## config.mk

```make
export PLATFORM = sky130hd
export DESIGN_NAME = bmc_arbiter
export DESIGN_NICKNAME = d
export VERILOG_FILES = /design/src/rtl/bmc_arbiter.sv
export SDC_FILE = /design/constraint.sdc
export NUM_CORES = 1
export LEC_CHECK = 0
export ABC_CLOCK_PERIOD_IN_PS = 3000
export CORE_MARGIN = 1
export CORE_UTILIZATION = 38
export CTS_CLUSTER_SIZE = 14
export DETAILED_ROUTE_END_ITERATION = 8
export PLACE_DENSITY_LB_ADDON = 0.15
export SLEW_MARGIN = 20
export SYNTH_ARGS = -nofsm -noshare
export SYNTH_HDL_FRONTEND = slang
export SYNTH_SLANG_ARGS = --single-unit
```

## constraint.sdc

```tcl
create_clock -name clk_96MHz -period 3 [get_ports clk_96MHz]
set_clock_uncertainty 0.2 [all_clocks]
set_input_delay 0.45 -clock clk_96MHz [delete_from_list [all_inputs] [get_ports clk_96MHz]]
set_output_delay 0.45 -clock clk_96MHz [all_outputs]
set_load 0.02 [all_outputs]
```

## src/rtl/bmc_arbiter.sv

```systemverilog
// Round-robin arbiter that collects decoded words from several bmc_decoder
// channels and presents them one at a time on a valid/ready output port.
module bmc_arbiter #(
    parameter int NB_CHANNELS    = 4,
    parameter int BIT_CONSIDERED = 17
) (
    input  logic                                 clk_96MHz,
    input  logic                                 reset,
    input  logic                                 enable,
    input  logic [NB_CHANNELS-1:0]               dec_data_availible,
    input  logic [NB_CHANNELS*BIT_CONSIDERED-1:0] dec_decoded_data,
    input  logic [NB_CHANNELS*24-1:0]            dec_timestamp,
    output logic [NB_CHANNELS-1:0]               dec_enabled,
    output logic [NB_CHANNELS-1:0]               dec_reset,
    output logic                                 out_valid,
    input  logic                                 out_ready,
    output logic [2:0]                           out_channel,
    output logic [BIT_CONSIDERED-1:0]            out_data,
    output logic [23:0]                          out_timestamp,
    output logic [15:0]                          words_sent
);

    typedef enum logic [1:0] {IDLE, CLEAR, OUTPUT} state_t;

    localparam logic [NB_CHANNELS-1:0] CH0_MASK = NB_CHANNELS'(1);

    state_t                    state;
    logic [2:0]                rr_ptr;
    logic                      grant_found;
    logic [2:0]                grant_idx;
    logic [2:0]                rr_next;
    logic [BIT_CONSIDERED-1:0] grant_data;
    logic [23:0]               grant_ts;

    // Two descending scans: the lowest requester at or above rr_ptr wins,
    // otherwise the lowest requester overall (the wrap-around case).
    always_comb begin
        grant_found = 1'b0;
        grant_idx   = '0;
        for (int i = NB_CHANNELS - 1; i >= 0; i--) begin
            if (dec_data_availible[i] && (i >= int'(rr_ptr))) begin
                grant_found = 1'b1;
                grant_idx   = 3'(i);
            end
        end
        if (!grant_found) begin
            for (int i = NB_CHANNELS - 1; i >= 0; i--) begin
                if (dec_data_availible[i]) begin
                    grant_found = 1'b1;
                    grant_idx   = 3'(i);
                end
            end
        end
    end

    always_comb begin
        grant_data = '0;
        grant_ts   = '0;
        for (int i = 0; i < NB_CHANNELS; i++) begin
            if (grant_idx == 3'(i)) begin
                grant_data = dec_decoded_data[i*BIT_CONSIDERED +: BIT_CONSIDERED];
                grant_ts   = dec_timestamp[i*24 +: 24];
            end
        end
    end

    assign rr_next = (grant_idx == 3'(NB_CHANNELS - 1)) ? 3'd0 : grant_idx + 3'd1;

    // dec_reset is a single-cycle pulse raised on the grant edge, so it is
    // high exactly while the FSM sits in CLEAR.
    always_ff @(posedge clk_96MHz or posedge reset) begin
        if (reset) begin
            state         <= IDLE;
            rr_ptr        <= '0;
            out_valid     <= 1'b0;
            out_data      <= '0;
            out_timestamp <= '0;
            out_channel   <= '0;
            words_sent    <= '0;
            dec_reset     <= '0;
            dec_enabled   <= '0;
        end else begin
            dec_enabled <= {NB_CHANNELS{enable}};
            dec_reset   <= '0;
            case (state)
                IDLE: begin
                    if (enable && grant_found) begin
                        out_channel   <= grant_idx;
                        out_data      <= grant_data;
                        out_timestamp <= grant_ts;
                        rr_ptr        <= rr_next;
                        dec_reset     <= CH0_MASK << grant_idx;
                        state         <= CLEAR;
                    end
                end
                CLEAR: begin
                    out_valid <= 1'b1;
                    state     <= OUTPUT;
                end
                OUTPUT: begin
                    if (out_ready) begin
                        out_valid  <= 1'b0;
                        words_sent <= words_sent + 16'd1;
                        state      <= IDLE;
                    end
                end
                default: state <= IDLE;
            endcase
        end
    end

endmodule
```

==> reports/summary.txt, run 1 <==
# DRC = 0
RSZ-0062 raised after global routing = false
Post-CTS setup buffers = 0
Final hold violations = 0
Clk pwr share = 0.156
Mapped Cells = 528
I/O Buffers = 239
CTS tree = done
Sw power = 2.37 mW
H-Tree Depth = 3
Via count = 4590
Crit. End Element = flop
Crit path DAT = 2.69 ns
Post-route ant nets = 0
RR Startpoint = rr_ptr[1]
Die Span X = 106 microns
Yosys cell types = 34
CP required = 3.01 ns
Post-cts resize count = 0
Maximum root-to-sink buffer count = 2
CTS Sinks = 69
Die area = 11200 sq um
Post-layout util = 0.668
Post-layout nets = 929
Post-route setup slack = 0.324 ns
Placed Area = 6700 sq um
Total CTS buffers = 9
Flop pwr share = 0.269
Status = finished clean
Reg2Reg Setup Slack = 0.43 ns
Tmin final = 2.68 ns
VDD IR-drop max = 0.375 mV
Number of synthesized flops with an enable pin = 0
Power per cell area = 812 nW/um^2
Max Cap Viol = 0
Worst setup SP type = input pin
GRT Total Usage = 0.248
Worst hold path class = in -> async
Standard-cell rows = 37
Vias in the first global route = 4483
Initial DRC count = 185
Register bit total from synthesis = 69
Worst-skew pair later-pin latency = 0.35 ns
Starting density of the core = 0.394
Post-synth top flop = dfrtp_1
Routed wire length = 13.8 mm
Largest net degree at the start of global routing = 47
Leakage = 2.92 nW
Placer Congestion = 0.856
Total Power = 5.63 mW
Slew @ Worst Pin = 0.849 ns
Layout cells sized above 1 = 0.0634
Post-DP HPWL = 10.4 mm
Internal power = 3.26 mW
Max Slew Vio Count = 0
Register area share after synthesis = 0.423
Hold buffer count at CTS = 0
I/O pin count = 241
Worst setup path start = dec_data_availible[0]
Synth Warn # = 0
Wire per inst = 15.5 microns
Root Buffer = clkbuf_8
Crit path kind = in -> reg
Peak Freq = 0.374 GHz
Via density = 5.14
Syn Nets = 705
Avg Cell Area, Syn = 7.74 sq um
Worst relative slew slack = 0.433
Core Area = 10400 sq um
Final period utilization = 0.892
Crit Path Max Fanout = 33
Grt ovf = 0
Async S/R FF share, synth = 1.00
Setup Slack @ Placement = -0.0311 ns
Clock-pin slew on the worst setup and hold paths = 0.09 ns
Sw Share = 0.422
First-pass GRT wire length = 21.8 mm
Area Growth Syn to Fin = 69.6%
Post-Syn Area = 4090 sq um
Pre-antenna DRT Iters = 5
N_diodes = 0
Fin area = 6930 sq um
Comb pwr share = 0.575
Setup violators final = 0
Die Height = 106 microns
Initial antenna violation count = 0
worst max-delay path, stage by stage:
cell and delay [ns]:
clkdlybuf4s50_1 0.54, a21oi_1 0.09, o21a_1 0.17, o22ai_1 0.23, inv_1 0.12, ha_2 0.24
buf_12 0.17, a21oi_1 0.11, o21ai_0 0.09, a221oi_1 0.36, nor2_1 0.09
per-stage QoR:
stage / hold WS [ns] / instances / TNS [ns]
floorplan: 0.263 / 528 / 0
global placement: 0.256 / 877 / 0
detailed placement: 0.258 / 877 / -0.0311
CTS: 0.183 / 893 / 0
global route: 0.212 / 893 / 0
finish: 0.189 / 893 / 0
final cells by class:
type                       count  area (sq um)
timing repair buffer         259          2660
tap                          136           170
clock buffer                   9           124
multi-input combinational    363          1960
sequential                    69          1730
inverter                      50           188
clock inverter                 7           103
fill                         914          3440
synth_stat cells, drive strengths merged (5+ instances only):
cell type / count / area [sq um]
ha: 5 / 62.6
clkbuf: 19 / 71.3
nand2: 51 / 191
xor2: 7 / 61.3
o21ai: 45 / 225
a21oi: 86 / 430
buf: 27 / 146
inv: 50 / 188
dfrtp: 69 / 1730
nor3: 5 / 25.0
a221oi: 41 / 359
nor2: 89 / 334
xnor2: 8 / 70.1
power by group through the flow:
stage               clock (mW)  sequential [mW]  combinational (mW)
global route             0.932             1.57                3.53
floorplan                    0             1.93                1.36
CTS                      0.897             1.52                3.25
global placement             0             1.52                3.17
detailed placement           0             1.54                3.24
finish                   0.876             1.52                3.24
per-layer routing:
| metal | track usage | wire (microns) | share of wire |
|---|---|---|---|
| met1 | 0.292 | 5590 | 0.40 |
| met2 | 0.441 | 6940 | 0.50 |
| met3 | 0.0501 | 925 | 0.067 |
| met4 | 0.0972 | 375 | 0.027 |
| met5 | 0 | 0 | 0 |
placed cells by master, fill, tap and decap left out, types with 2 or more instances in the layout:
master,instances
bufinv_16,2
and3_1,2
mux2_2,2
clkbuf_8,9
a221oi_1,41
inv_6,4
nand3_1,3
dfrtp_1,69
xnor2_1,8
buf_4,11
inv_2,2
nor2_1,89
buf_12,9
clkdlybuf4s50_1,239
a21oi_1,86
o21ai_0,45
inv_1,48
nand2_1,51
nor3_1,5
xor2_1,7
nand4_1,3
ha_2,4
and2_1,4
worst paths after layout:
path	depth (start not counted)	to
hold reg to reg	1	words_sent[15]
max in group asynchronous	3	out_timestamp[8]
min in group clk_96MHz	1	words_sent[15]
setup / recovery	11	out_timestamp[8]
setup reg to reg	9	out_timestamp[8]
hold / removal	2	dec_reset[3]
cell families (layout without fill, tap and decap cells):
| logic type | after synthesis | count (layout) | share of synthesized area |
|---|---|---|---|
| DFF | 69 | 69 | 0.423 |
| AOI/OAI and AO/OA | 175 | 175 | 0.254 |
| muxes | 3 | 3 | 0.00796 |
| adders and majority gates | 5 | 5 | 0.0153 |
| buffers and inverters | 96 | 325 | 0.0992 |
| and+or+nand+nor | 164 | 164 | 0.168 |
| xor gates and xnor gates | 15 | 15 | 0.0322 |
| other | 1 | 1 | 0.000918 |
registers in the layout, summed over array words and instances (netlist names):
| name | count |
|---|---|
| out_timestamp | 24 |
| out_data | 17 |
| words_sent | 16 |
| dec_reset | 4 |
| out_channel | 2 |
| rr_ptr | 2 |
| state | 2 |
| dec_enabled | 1 |
| out_valid | 1 |
(Power assumes the default switching activity.)
==> inputs of run 2 (changes only) <==
- CORE_ASPECT_RATIO: unset -> 0.8
- MAX_ROUTING_LAYER: unset -> met4
==> reports/summary.txt, run 2 (same netlist as run 1, synthesis figures left out) <==
Status = finished clean
CTS Sinks = 69 (unchanged)
Standard-cell rows = 33 (-11%)
Crit path kind = in -> reg
N_diodes = 0 (unchanged)
Crit path DAT = 2.65 ns (-0.04 ns)
Maximum root-to-sink buffer count = 2 (unchanged)
Pre-antenna DRT Iters = 5 (unchanged)
Most common cell after layout, fill and taps aside = clkdlybuf4s50_1
Post-cts resize count = 0 (unchanged)
Comb pwr share = 0.562 (-0.013)
Post-route setup slack = 0.348 ns (+0.0238 ns)
Clk pwr share = 0.171 (+0.015)
CTS tree = done
Largest regs = out_timestamp: 24 flops, out_data: 17 flops, words_sent: 16 flops
Grt ovf = 0 (unchanged)
CP required = 3.00 ns (about the same)
Setup violators final = 0 (unchanged)
Placer Congestion = 0.852 (-0.41%)
Initial antenna violation count = 0 (unchanged)
Most frequent cells in the layout = clkdlybuf4s50_1 (239), nor2_1 (89), a21oi_1 (86)
Max Slew Vio Count = 0 (unchanged)
Power per cell area = 825 nW/um^2 (+1.5%)
Starting density of the core = 0.394 (about the same)
I/O pin count = 241 (unchanged)
Post-DP HPWL = 9.83 mm (-5.1%)
Total CTS buffers = 9 (unchanged)
Flop pwr share = 0.267 (-0.002)
Routed wire length = 13.7 mm (-0.95%)
First-pass GRT wire length = 21.7 mm (-0.35%)
Via density = 5.12 (-0.39%)
Die Height = 94.7 microns (-10%)
Post-layout util = 0.670 (+0.00149)
Layout cells sized above 1 = 0.0559 (-0.00748)
Fin area = 6940 sq um (+0.16%)
Vias in the first global route = 4431 (-1.2%)
I/O Buffers = 239 (unchanged)
Worst hold path class = reg -> reg
Initial DRC count = 215 (+16%)
Setup_tns = 0 ns (unchanged)
Largest net degree at the start of global routing = 70 (+49%)
RSZ-0062 raised after global routing = false
Top reg by flops = out_timestamp
Root Buffer = clkbuf_16
Final hold violations = 0 (unchanged)
Hold buffer count at CTS = 0 (unchanged)
Internal power = 3.34 mW (+2.5%)
Area Growth Syn to Fin = 69.9%
Hold slack = 0.267 ns (+0.0778 ns)
Clock-pin slew on the worst setup and hold paths = 0.06 ns (-0.03 ns)
Crit Path Max Fanout = 51 (+55%)
Final period utilization = 0.884 (-0.00794)
Placed Area = 6660 sq um (-0.60%)
Max Cap Viol = 0 (unchanged)
Max reg flops = 24 (unchanged)
Setup Slack @ Placement = 0.0184 ns (+0.0496 ns)
Worst setup SP type = input pin
Worst relative slew slack = 0.409 (-0.0245)
Via count = 4562 (-0.61%)
Slew @ Worst Pin = 0.887 ns (+0.0381 ns)
GRT Total Usage = 0.255 (+0.00705)
VDD IR-drop max = 0.461 mV (+23%)
Dpl cells = 875 (-0.23%)
H-Tree Depth = 3 (unchanged)
Die area = 11200 sq um (about the same)
Die Span X = 118 microns (+12%)
Fin cells = 891 (-0.22%)
Sw Share = 0.417 (-0.00472)
Total Power = 5.72 mW (+1.7%)
Tmin final = 2.65 ns (-0.0238 ns)
Post-route ant nets = 0 (unchanged)
# DRC = 0 (unchanged)
Post-CTS setup buffers = 0 (unchanged)
Sw power = 2.39 mW (+0.53%)
Wire per inst = 15.4 microns (-0.72%)
Crit. End Element = flop
Peak Freq = 0.377 GHz (+0.90%)
Core Area = 10400 sq um (about the same)
Post-layout nets = 923 (-0.65%)
Leakage = 2.92 nW (-0.22%)
Worst-skew pair later-pin latency = 0.33 ns (-0.02 ns)
run 2: cell count changes in the layout (fill, tap and decap cells not counted):
cell / before / now
clkinvlp_4: 1 / 2
bufinv_16: 2 / 0
inv_6: 4 / 0
clkinv_2: 0 / 3
clkbuf_16: 0 / 9
buf_4: 11 / 5
clkinv_4: 0 / 1
clkbuf_8: 9 / 1
run 2: cell type report:
cell class / instances / area, sq um
Inverter: 50 / 188
Sequential cell: 69 / 1730
Clock buffer: 10 / 239
Multi-Input combinational cell: 363 / 1960
Timing Repair Buffer: 253 / 2610
Tap cell: 140 / 175
Fill cell: 856 / 3420
Clock inverter: 6 / 38.8
run 2: worst max-delay path, cell delays in order:
cell and delay (ns):
clkdlybuf4s50_1 0.56, a21oi_1 0.10, o21a_1 0.17, o22ai_1 0.21
buf_4 0.17, ha_2 0.23, buf_12 0.23, o21ai_0 0.12
a221oi_1 0.31, nor2_1 0.09
run 2: power groups by stage:
stage                     registers [mW]  logic [mW]  clock network, mW
after floorplan                     1.93        1.36                  0
after global placement              1.52        3.14                  0
after CTS                           1.53        3.22              0.999
after global routing                1.58        3.51               1.05
final                               1.53        3.22              0.977
after detailed placement            1.54        3.20                  0
run 2: worst paths after layout:
check,from,endpoint,slack [ns],depth (start not counted)
setup / recovery,dec_data_availible[0],out_timestamp[9],0.35,10
hold / removal,words_sent[15],words_sent[15],0.27,1
setup reg to reg,rr_ptr[1],out_timestamp[9],0.56,9
hold reg to reg,words_sent[15],words_sent[15],0.27,1
max in group asynchronous,reset,out_timestamp[14],1.98,3
min in group asynchronous,reset,out_data[6],0.32,3
run 2: metal layers:
layer  routed length, microns  up-vias  share of wire  global-route usage
met5                        0        -              0                   -
met2                     6750      211           0.49               0.419
met1                     5720     2101           0.42               0.309
met4                      297        0          0.022              0.0887
met3                      935       25          0.068              0.0634
li1                         -     2225              -                   -
==> patch (settings of run 2) <==
Set the parameter `NB_CHANNELS` to 8 (it was 4).
--- a/src/rtl/bmc_arbiter.sv
+++ b/src/rtl/bmc_arbiter.sv
@@ -3,3 +3,3 @@
 module bmc_arbiter #(
-    parameter int NB_CHANNELS    = 4,
+    parameter int NB_CHANNELS    = 8,
     parameter int BIT_CONSIDERED = 17
Interface: changed (5 resized); port bits go from 241 to 417. The function was not compared with the original's and may differ.
==> patch against run 2 <==
- the flow now finishes with violations (setup timing)
- design area grew 89%
- routed wire length grew to 2.5 times the old value
- total power grew to 2.6 times the old value
- combinational power grew to 3.7 times the old value
- synthesized area grew 59%
- sequential cell count grew 6
- worst setup slack lost 0.52 ns
- hold slack gained 0.017 ns
==> patch: results (changes against run 2) <==
[outcome]
status=finished, violations left
violations=setup timing

[worst_hold_path]
hold_path.class=in -> async

[clocking]
root_buffer=clkbuf_16
insertion_delay_ns=0.36  ; +0.03 ns

[logic_synthesis]
yosys-top-cells-count=nand2_1 (92), dfrtp_1 (75), clkbuf_1 (60), a21oi_1 (52), nor2_1 (51)
synth_cell_types=51  ; +50%
synth.most_common_cell=nand2_1
netlist_instances=820  ; +55%
netlist_top_cells_area=dfrtp_1 (29%), mux2i_1 (6.3%), a221oi_1 (5.5%)
syn-num-nets=1167  ; +66%
synth_top_area_share_pct=28.85  ; -13 points
ys_seq_area_share_pct=28.85  ; -13 points

[global_routing]
grt_pass1_wl_microns=48280  ; +120%
grt_max_degree=95  ; +36%
grt_pass1_vias=8718  ; +97%
grt_usage_pct=36.87  ; +11 points
antenna_found_initial=2  ; +2

[sta]
setup_viol=41  ; +41
finalWorstSetupSlack_ns=-0.1710  ; -0.5192 ns
setup_tns_ns=-3.988  ; -3.988 ns
hold_slack_ns=0.2838  ; +0.01686 ns
tightest_slew_ns=0.6197  ; -0.2671 ns

[cells_and_area]
drive_gt1_share_pct=21.05  ; +15 points
fin_nets=1634  ; +77%
multiInputGateArea_sq_mm=0.004722  ; +140%
num-fill-cells=1116  ; +30%

[critical_path]
crit_path_max_incr_delay_ns=0.45  ; -0.11 ns
path_max_fanout=6  ; -88%
crit_slowest_cell=dfrtp_2
reg2reg_to=out_timestamp[4]$_DFFE_PP0P_
reg2regPathDepth=15  ; +6
arrival_ns=3.21  ; +0.56 ns

[placed_design]
place_worst_setup_slack_ns=-0.7355  ; -0.7539 ns
dpl_cell_area_sq_mm=0.01144  ; +72%
placed_cells=1460  ; +67%
portBuffers=416  ; +74%
place_congestion=0.9428  ; +11%
hpwlAfterDp_microns=22930  ; +130%

[detailed_routing]
post_drt_via_cell_ratio=5.925  ; +16%
avgRoutedWirePerCell_microns=22.73  ; +48%
first_pass_iters=5  ; unchanged
drt_iter0_drc=710  ; +230%
vias=8971  ; +97%

[power]
ir_drop_mv=0.8664  ; +88%
p_leak_nw=5.327  ; +83%

==> patch: cell types whose count changed after synthesis, sizes merged, moves of 41 or more <==
cell and delta:
o21ai -43, nor2b +42, a22oi +41, clkbuf +42, o31ai +43, nand2 +41
==> patch: worst max-delay path: cells and delay by family (launching register included) <==
kind / cells / cell delay, ns
buffers and inverters: 4 / 0.57
AOI/OAI and AO/OA: 6 / 1.12
muxes: 1 / 0.16
and+or+nand+nor: 3 / 0.36
adders and majority gates: 1 / 0.18
DFF: 1 / 0.45
==> patch: worst max-delay path by stage <==
stage / startpoint / end / slack (ns) / cells past startpoint
floorplan: rr_ptr[1]$_DFFE_PP0P_ / out_data[16]$_DFFE_PP0P_ / 0.008 / 14
global placement: dec_data_availible[5] / out_timestamp[17]$_DFFE_PP0P_ / -0.64 / 13
detailed placement: dec_data_availible[5] / out_data[15]$_DFFE_PP0P_ / -0.74 / 14
CTS: rr_ptr[2]$_DFFE_PP0P_ / out_data[4]$_DFFE_PP0P_ / -0.03 / 13
global route: rr_ptr[1]$_DFFE_PP0P_ / out_timestamp[6]$_DFFE_PP0P_ / -0.26 / 16
finish: rr_ptr[1]$_DFFE_PP0P_ / out_timestamp[4]$_DFFE_PP0P_ / -0.17 / 15
==> patch: power breakdown <==
group / internal (W) / switching (W)
combinational: 0.00592 / 0.00609
clock: 0.000660 / 0.000512
sequential: 0.00142 / 0.000303
==> patch: logic make-up (layout without fill, tap and decap cells) <==
family / after synthesis / count (layout) / share of synthesized area [%]
buffers and inverters: 140 / 612 / 9.540
adders and majority gates: 7 / 7 / 1.346
and+or+nand+nor: 226 / 226 / 16.29
AOI/OAI and AO/OA: 315 / 315 / 35.47
xor gates and xnor gates: 15 / 15 / 2.020
other: 0 / 2 / 0
DFF: 75 / 75 / 28.85
muxes: 42 / 42 / 6.482
==> patch: cell type report <==
cell class | count | share of cell area, %
Clock buffer | 9 | 1.721
Inverter | 51 | 1.472
Tap cell | 220 | 2.103
Sequential cell | 75 | 14.36
Multi-Input combinational cell | 605 | 36.07
Clock inverter | 7 | 0.6404
Timing Repair Buffer | 545 | 43.60
Antenna cell | 2 | 0.03823
==> patch: timing repair <==
item | 4_1_cts | 5_1_grt
hold buffers | 0 | 0
resized for setup | 76 | 93
endpoints found under the setup margin | 41 | 41
cloned | 9 | 5
setup buffers | 15 | 9
pin swaps | 25 | 56
==> patch: routing by layer <==
layer  routed length (microns)  global-route usage, %
met3                      2944                  7.893
met4                      1506                  16.88
met5                         0                      -
met2                     17050                  62.53
met1                     12910                  41.48
